`src/rtl/bcd_ascii_framer_if.sv`:
```
// Byte stream between the BCD framer and the UART TX FIFO.
// The master drives data/valid and the slave returns ready.
interface bcd_ascii_framer_if;
  logic [7:0] data;
  logic       valid;
  logic       ready;

  modport master (
    output data,
    output valid,
    input  ready
  );

  modport slave (
    input  data,
    input  valid,
    output ready
  );
endinterface

```
`src/rtl/bcd_ascii_framer.sv`:
```
// Serialises one frame of packed BCD digits as ASCII bytes on a valid/ready stream.
// It can suppress leading zeros, add separators and a suffix, and ends with an optional CR and a terminator.
module bcd_ascii_framer #(
  parameter int unsigned NUM_DIGITS = 8,
  parameter logic [7:0]  TERM_CHAR  = 8'h0A,
  parameter bit          EMIT_CR    = 1'b0,
  parameter logic [7:0]  ERR_CHAR   = 8'h3F
) (
  input  logic                          clk,
  input  logic                          rst,
  input  logic                          i_start,
  input  logic [4*NUM_DIGITS-1:0]       i_bcd,
  input  logic [NUM_DIGITS-1:0]         i_sep_mask,
  input  logic [7:0]                    i_sep_char,
  input  logic [$clog2(NUM_DIGITS):0]   i_lz_max,
  input  logic                          i_suffix_en,
  input  logic [7:0]                    i_suffix_char,
  bcd_ascii_framer_if.master            o_tx,
  output logic                          o_busy,
  output logic                          o_done,
  output logic                          o_bcd_err
);

  localparam int unsigned CW = $clog2(NUM_DIGITS) + 1;
  localparam int unsigned BW = 4 * NUM_DIGITS;
  localparam logic [CW-1:0] LAST_IDX = CW'(NUM_DIGITS - 1);

  typedef enum logic [2:0] {
    ST_IDLE,
    ST_SKIP,
    ST_DIGIT,
    ST_SEP,
    ST_SUFFIX,
    ST_CR,
    ST_TERM
  } state_e;

  state_e              state_q, state_d;
  logic [BW-1:0]       bcd_q, bcd_d;
  logic [NUM_DIGITS-1:0] mask_q, mask_d;
  logic [7:0]          sep_q, sep_d;
  logic                sfx_en_q, sfx_en_d;
  logic [7:0]          sfx_q, sfx_d;
  logic [CW-1:0]       lim_q, lim_d;
  logic [CW-1:0]       idx_q, idx_d;
  logic [7:0]          data_q, data_d;
  logic                valid_q, valid_d;
  logic                done_q, done_d;
  logic                err_q, err_d;

  logic [3:0]          cur_digit;
  logic [3:0]          next_digit;
  logic                xfer;
  logic                last_digit;
  logic [CW-1:0]       lz_clamped;
  state_e              tail_state;
  logic [7:0]          tail_byte;

  function automatic logic [7:0] ascii_of(input logic [3:0] d);
    return (d > 4'd9) ? ERR_CHAR : (8'h30 + {4'h0, d});
  endfunction

  // The digit under evaluation is always the top nibble; the mask shifts right so bit 0 tracks it.
  assign cur_digit  = bcd_q[BW-1 -: 4];
  assign next_digit = bcd_q[BW-5 -: 4];
  assign xfer       = valid_q & o_tx.ready;
  assign last_digit = (idx_q == LAST_IDX);
  assign lz_clamped = (i_lz_max > LAST_IDX) ? LAST_IDX : i_lz_max;

  // The first byte after the digit section depends on the frame options.
  always_comb begin
    tail_state = ST_TERM;
    tail_byte  = TERM_CHAR;
    if (sfx_en_q) begin
      tail_state = ST_SUFFIX;
      tail_byte  = sfx_q;
    end else if (EMIT_CR) begin
      tail_state = ST_CR;
      tail_byte  = 8'h0D;
    end
  end

  always_comb begin
    state_d  = state_q;
    bcd_d    = bcd_q;
    mask_d   = mask_q;
    sep_d    = sep_q;
    sfx_en_d = sfx_en_q;
    sfx_d    = sfx_q;
    lim_d    = lim_q;
    idx_d    = idx_q;
    data_d   = data_q;
    valid_d  = valid_q;
    done_d   = 1'b0;
    err_d    = err_q;

    unique case (state_q)
      ST_IDLE: begin
        if (i_start) begin
          bcd_d    = i_bcd;
          mask_d   = i_sep_mask;
          sep_d    = i_sep_char;
          sfx_en_d = i_suffix_en;
          sfx_d    = i_suffix_char;
          lim_d    = lz_clamped;
          idx_d    = '0;
          err_d    = 1'b0;
          state_d  = ST_SKIP;
        end
      end

      ST_SKIP: begin
        if ((cur_digit == 4'd0) && (idx_q < lim_q)) begin
          bcd_d  = bcd_q << 4;
          mask_d = mask_q >> 1;
          idx_d  = idx_q + 1'b1;
        end else begin
          data_d  = ascii_of(cur_digit);
          valid_d = 1'b1;
          state_d = ST_DIGIT;
        end
      end

      ST_DIGIT: begin
        if (xfer) begin
          if (cur_digit > 4'd9) begin
            err_d = 1'b1;
          end
          if (mask_q[0]) begin
            data_d  = sep_q;
            state_d = ST_SEP;
          end else if (last_digit) begin
            data_d  = tail_byte;
            state_d = tail_state;
          end else begin
            bcd_d   = bcd_q << 4;
            mask_d  = mask_q >> 1;
            idx_d   = idx_q + 1'b1;
            data_d  = ascii_of(next_digit);
            state_d = ST_DIGIT;
          end
        end
      end

      ST_SEP: begin
        if (xfer) begin
          if (last_digit) begin
            data_d  = tail_byte;
            state_d = tail_state;
          end else begin
            bcd_d   = bcd_q << 4;
            mask_d  = mask_q >> 1;
            idx_d   = idx_q + 1'b1;
            data_d  = ascii_of(next_digit);
            state_d = ST_DIGIT;
          end
        end
      end

      ST_SUFFIX: begin
        if (xfer) begin
          if (EMIT_CR) begin
            data_d  = 8'h0D;
            state_d = ST_CR;
          end else begin
            data_d  = TERM_CHAR;
            state_d = ST_TERM;
          end
        end
      end

      ST_CR: begin
        if (xfer) begin
          data_d  = TERM_CHAR;
          state_d = ST_TERM;
        end
      end

      ST_TERM: begin
        if (xfer) begin
          valid_d = 1'b0;
          done_d  = 1'b1;
          state_d = ST_IDLE;
        end
      end

      default: begin
        valid_d = 1'b0;
        state_d = ST_IDLE;
      end
    endcase
  end

  always_ff @(posedge clk) begin
    if (rst) begin
      state_q <= ST_IDLE;
      data_q  <= '0;
      valid_q <= 1'b0;
      done_q  <= 1'b0;
      err_q   <= 1'b0;
    end else begin
      state_q <= state_d;
      data_q  <= data_d;
      valid_q <= valid_d;
      done_q  <= done_d;
      err_q   <= err_d;
    end
  end

  // Frame descriptor registers are only meaningful while busy, so they skip reset.
  always_ff @(posedge clk) begin
    bcd_q    <= bcd_d;
    mask_q   <= mask_d;
    sep_q    <= sep_d;
    sfx_en_q <= sfx_en_d;
    sfx_q    <= sfx_d;
    lim_q    <= lim_d;
    idx_q    <= idx_d;
  end

  assign o_tx.data  = data_q;
  assign o_tx.valid = valid_q;
  assign o_busy     = (state_q != ST_IDLE);
  assign o_done     = done_q;
  assign o_bcd_err  = err_q;

endmodule

```
`src/flat_wrapper.sv`:
```
// flat-port wrapper written by rule: the top's interface ports become plain ports
module bcd_ascii_framer_flat 
#(
  parameter int unsigned NUM_DIGITS = 8,
  parameter logic [7:0]  TERM_CHAR  = 8'h0A,
  parameter bit          EMIT_CR    = 1'b0,
  parameter logic [7:0]  ERR_CHAR   = 8'h3F
)
  (clk, rst, i_start, i_bcd, i_sep_mask, i_sep_char, i_lz_max, i_suffix_en, i_suffix_char, o_busy, o_done, o_bcd_err, o_tx_data, o_tx_valid, o_tx_ready);
  bcd_ascii_framer_if o_tx_i ();
  input  logic clk;
  input  logic rst;
  input  logic i_start;
  input  logic [4*NUM_DIGITS-1:0] i_bcd;
  input  logic [NUM_DIGITS-1:0] i_sep_mask;
  input  logic [7:0] i_sep_char;
  input  logic [$clog2(NUM_DIGITS):0] i_lz_max;
  input  logic i_suffix_en;
  input  logic [7:0] i_suffix_char;
  output logic o_busy;
  output logic o_done;
  output logic o_bcd_err;
  output wire logic [$bits(o_tx_i.data)-1:0] o_tx_data;
  output wire logic [$bits(o_tx_i.valid)-1:0] o_tx_valid;
  input wire logic [$bits(o_tx_i.ready)-1:0] o_tx_ready;
  assign o_tx_data = o_tx_i.data;
  assign o_tx_valid = o_tx_i.valid;
  assign o_tx_i.ready = o_tx_ready;
  bcd_ascii_framer #(.NUM_DIGITS(NUM_DIGITS), .TERM_CHAR(TERM_CHAR), .EMIT_CR(EMIT_CR), .ERR_CHAR(ERR_CHAR)) u_core (.clk(clk), .rst(rst), .i_start(i_start), .i_bcd(i_bcd), .i_sep_mask(i_sep_mask), .i_sep_char(i_sep_char), .i_lz_max(i_lz_max), .i_suffix_en(i_suffix_en), .i_suffix_char(i_suffix_char), .o_tx(o_tx_i), .o_busy(o_busy), .o_done(o_done), .o_bcd_err(o_bcd_err));
endmodule
```
`config.mk`:
```
export PLATFORM = sky130hd
export DESIGN_NAME = bcd_ascii_framer_flat
export DESIGN_NICKNAME = d
export VERILOG_FILES = /design/src/rtl/bcd_ascii_framer_if.sv /design/src/rtl/bcd_ascii_framer.sv /design/src/flat_wrapper.sv
export SDC_FILE = /design/constraint.sdc
export NUM_CORES = 1
export LEC_CHECK = 0
export BUFFER_PORTS_ARGS = -buffer_cell sky130_fd_sc_hd__buf_2
export CAP_MARGIN = 25
export CORE_MARGIN = 2
export CORE_UTILIZATION = 45
export CTS_CLUSTER_DIAMETER = 30
export CTS_CLUSTER_SIZE = 16
export DETAILED_ROUTE_END_ITERATION = 12
export PLACE_DENSITY = 0.75
export RECOVER_POWER = 100
export SLEW_MARGIN = 20
export SYNTH_ARGS = -nofsm -noshare
export SYNTH_HDL_FRONTEND = slang
export SYNTH_SLANG_ARGS = --single-unit
```
`constraint.sdc`:
```
create_clock -name clk -period 18.5 [get_ports clk]
set_clock_uncertainty 0.1 [all_clocks]
set_input_delay 3.7 -clock clk [delete_from_list [all_inputs] [get_ports clk]]
set_output_delay 3.7 -clock clk [all_outputs]
set_load 0.03 [all_outputs]
```
==> results.md <==
- CTS tree: yes
- #FFs+latches synth: 79
- Register area: 0.00223 mm2
- WS Path Type: primary input to flip-flop
- Maximum clock rate: ~0.16 GHz
- Synth unique cells: 57
- Area Overhead vs Synth: 17.3%
- Mean Syn Cell Area: 13.3 um2
- First-pass GRT wire length: about 11 mm
- CP top delay family: buffers and inverters
- Cell count along the critical path: 6
- Clock root buffer master: clkbuf_8
- CP Max Fanout: 36
- Total Power: between 0.7 and 0.8 mW
- Antenna cells: 0
- Post-CTS Setup Bufs: 0
- Core area: slightly below 0.008 mm2
- H-tree depth: 3
- Largest family of logic cells by synthesized area: compound AO/OA/AOI/OAI gates
- Hold_buf cts: 0
- Number of synthesized flops with an enable pin: 65
- Die W: 93.9 um
- Post-detail-place hpwl: 5.08 mm
- Synth Area in Compound Gates: 0.142
- Maximum VDD drop: slightly below 0.00007 V
- Post-CTS Resized: 0
- Final Cycle Share: 0.340
- Logic pwr share: 0.341
- Drt drc: 0
- Routed WL per cell: approximately 16 um
- Initial DRT Pass Iterations: 4
- IO Pins: a little under 80
- Multi-input combinational cell area: 0.00130 mm2
- Post-layout minimum cycle time: 6.29 ns
- Clock Path Buffers: 2
- Post-route insts no fill: ~460
- Adder-Cell Fraction of Synth Area: 0.0138
- Register share of total power: 0.485
- Final ANT Viol Nets: 0
- Switching power: ~0.27 mW
- Rel. slew slack: -0.393
- Post-synthesis mux area share: 0.0868
- CP peak stage delay: roughly 1.4 ns
- Syn_nets: 343
- WL final: between 7 and 8 mm
- Fillers: 675
- Sequential area share after synthesis: 0.614
- Critical Path, Cell by Cell: clkbuf_1, nand2_1, nand2_1, o311ai_0, a2111oi_2, clkbuf_1
- Final Cell Area: 0.00426 mm2
- Slowest-stage cell, CP: clkbuf_1
- Synthesized cell area: 0.00363 mm2
- Status: finished, violations left
- GRT Overall Usage: 0.169
- Worst hold slack: 0.407 ns
- Total leakage power: between 1.5 and 2 nW
- Initial core utilization: 0.468
- GPL Wtd Cong: 0.907
- Clock Sinks: between 70 and 80
- Layout cell share with drive strength beyond 1: 0.283
- Vias in the first global route: 2449
- Failing checks: capacitance limit, slew limit
- PD cells: approximately 170 mW/mm2
- Nets: 421
- Die height: 93.9 um
- Via density: 5.37
- Setup-failing EPs final: 0
- Unrepaired setup endpoints after global routing: false
- Placed cell count: 443
- Slew Limit Fails: 82
- Worst skew pair latency: 0.36 ns
- Worst Hold Class: flip-flop to flip-flop
- Slew @ Worst Pin: 2.09 ns
- R2R cell count: 3
- Largest net degree at the start of global routing: 45
- Clock-pin slew of the registers on the worst-case setup and hold paths: 0.10 ns
- Cts bufs inserted: 9
- Commonest non-fill, non-tap cell in the layout: edfxtp_1
- Synth Instances: 274
- Total of max-cap violations: 2
- Synth Flop Type: edfxtp_1
- Finished Core Util: 0.549
- CP arrival: 6.15 ns
- Setup crit end kind: flip-flop
- # rows: 32
- Synth Area in XOR/XNOR: 0.00482
- Buffers plus inverters on the worst setup path: 2
- Required time worst endpoint: 18.36 ns
- Die ar.: approximately 0.0088 mm2
- First DRT Iteration DRCs: ~150
- Most frequent cells in the layout: 65 x edfxtp_1, 60 x buf_2, 22 x mux2_1
- Total global routing overflow: 0
- PortBufs: 76
- Simple-Gate Fraction of Synth Area: 0.109
- YS warnings: 0
- Hold path cells: 2
- PnR worst setup slack: ~12 ns
- Final Hold Viols: 0
- Clock network power share: 0.174
- Total Neg Setup Slack: 0 ns
- Int Pwr: 0.451 mW
- Asr flop ratio synth: 0
- Placed instance area: 0.00412 mm2
- Vias: 2467
- Post-Place Worst Slack: 12.96 ns
- Initial antenna violation count: 0
- Switching share of power: 0.373
- Crit path launch type: primary input
[worst paths after layout]
| path | slack [ns] | from | end |
|---|---|---|---|
| setup / recovery | 12.21 | o_tx_ready | u_core.bcd_q[24] |
| setup reg to reg | 14.77 | u_core.state_q[1] | u_core.bcd_q[24] |
| hold / removal | 0.41 | u_core.o_tx.data[1] | u_core.o_tx.data[1] |
| hold reg to reg | 0.41 | u_core.o_tx.data[1] | u_core.o_tx.data[1] |
[flip-flops by register name, summed over array words and instances, names as in the netlist, 3 cells and up]
signal / cells
u_core.sep_q: 8
u_core.o_tx.data: 8
u_core.state_q: 3
u_core.lim_q: 4
u_core.idx_q: 4
u_core.bcd_q: 32
u_core.sfx_q: 8
u_core.mask_q: 8
[worst register-to-register path, cell delays in order, from the launching register on]
cell and delay (ns):
dfxtp_1 0.94, o311ai_0 0.44, a2111oi_2 0.44, clkbuf_1 1.39
[area by class of cell]
class | count | area share
flip-flops and latches | 79 | 0.524
multi-input cells | 174 | 0.306
repair buffers | 80 | 0.0881
well taps | 102 | 0.0299
clock buffers | 9 | 0.0291
clock inverters | 7 | 0.0164
inverters | 8 | 0.00705
[cell families (layout without fill, tap and decap cells)]
group / after synthesis / count (layout)
xor+xnor: 2 / 2
simple gates: 72 / 72
compound gates: 67 / 67
other cells: 1 / 1
mux: 28 / 28
flops: 79 / 79
buf+inv: 21 / 104
fa+ha+maj: 4 / 4
[cell usage after synthesis, types with 2 or more instances]
library cell   n  area, um2
o21ai_1        5       25.0
nand2_1       12       45.0
a32oi_1        3       26.3
dfxtp_1       14        280
o21ai_2        2       17.5
a31oi_1        2       12.5
a211oi_1       2       15.0
mux2_2         6       67.6
o32ai_1        2       17.5
or3_1          2       12.5
a2111oi_0      2       17.5
nand3_1        4       20.0
a311oi_1       2       17.5
a22o_1         6       52.6
o21ai_0        2       10.0
nand2b_1       6       37.5
nor2b_1        4       25.0
or2_2          4       25.0
a221oi_1       2       17.5
a21oi_1       18       90.1
a211oi_2       6       75.1
clkbuf_1       6       22.5
nor2_1        18       67.6
o21a_1         3       22.5
inv_1          7       26.3
ha_1           4       50.1
and2_1         6       37.5
buf_2          5       25.0
edfxtp_1      65       1950
mux2_1        22        248
nor3_1         6       30.0
[metal layers]
metal / vias to the layer above / part of all wire / routed length [um] / GRT usage
met2: 72 / 0.51 / 3630 / 0.279
met1: 1172 / 0.41 / 2920 / 0.204
met5: - / 0 / 0 / 0
met4: 0 / 0.018 / 130 / 0.0628
li1: 1211 / - / - / -
met3: 12 / 0.062 / 442 / 0.0602
[power by group through the flow]
stage / combinational (mW) / clock (mW) / sequential, mW
floorplan: 0.185 / 0 / 0.356
global placement: 0.247 / 0 / 0.344
detailed placement: 0.253 / 0 / 0.350
CTS: 0.255 / 0.129 / 0.346
global route: 0.272 / 0.136 / 0.358
finish: 0.245 / 0.125 / 0.349
Note: power is estimated with default switching activity, not from simulation.
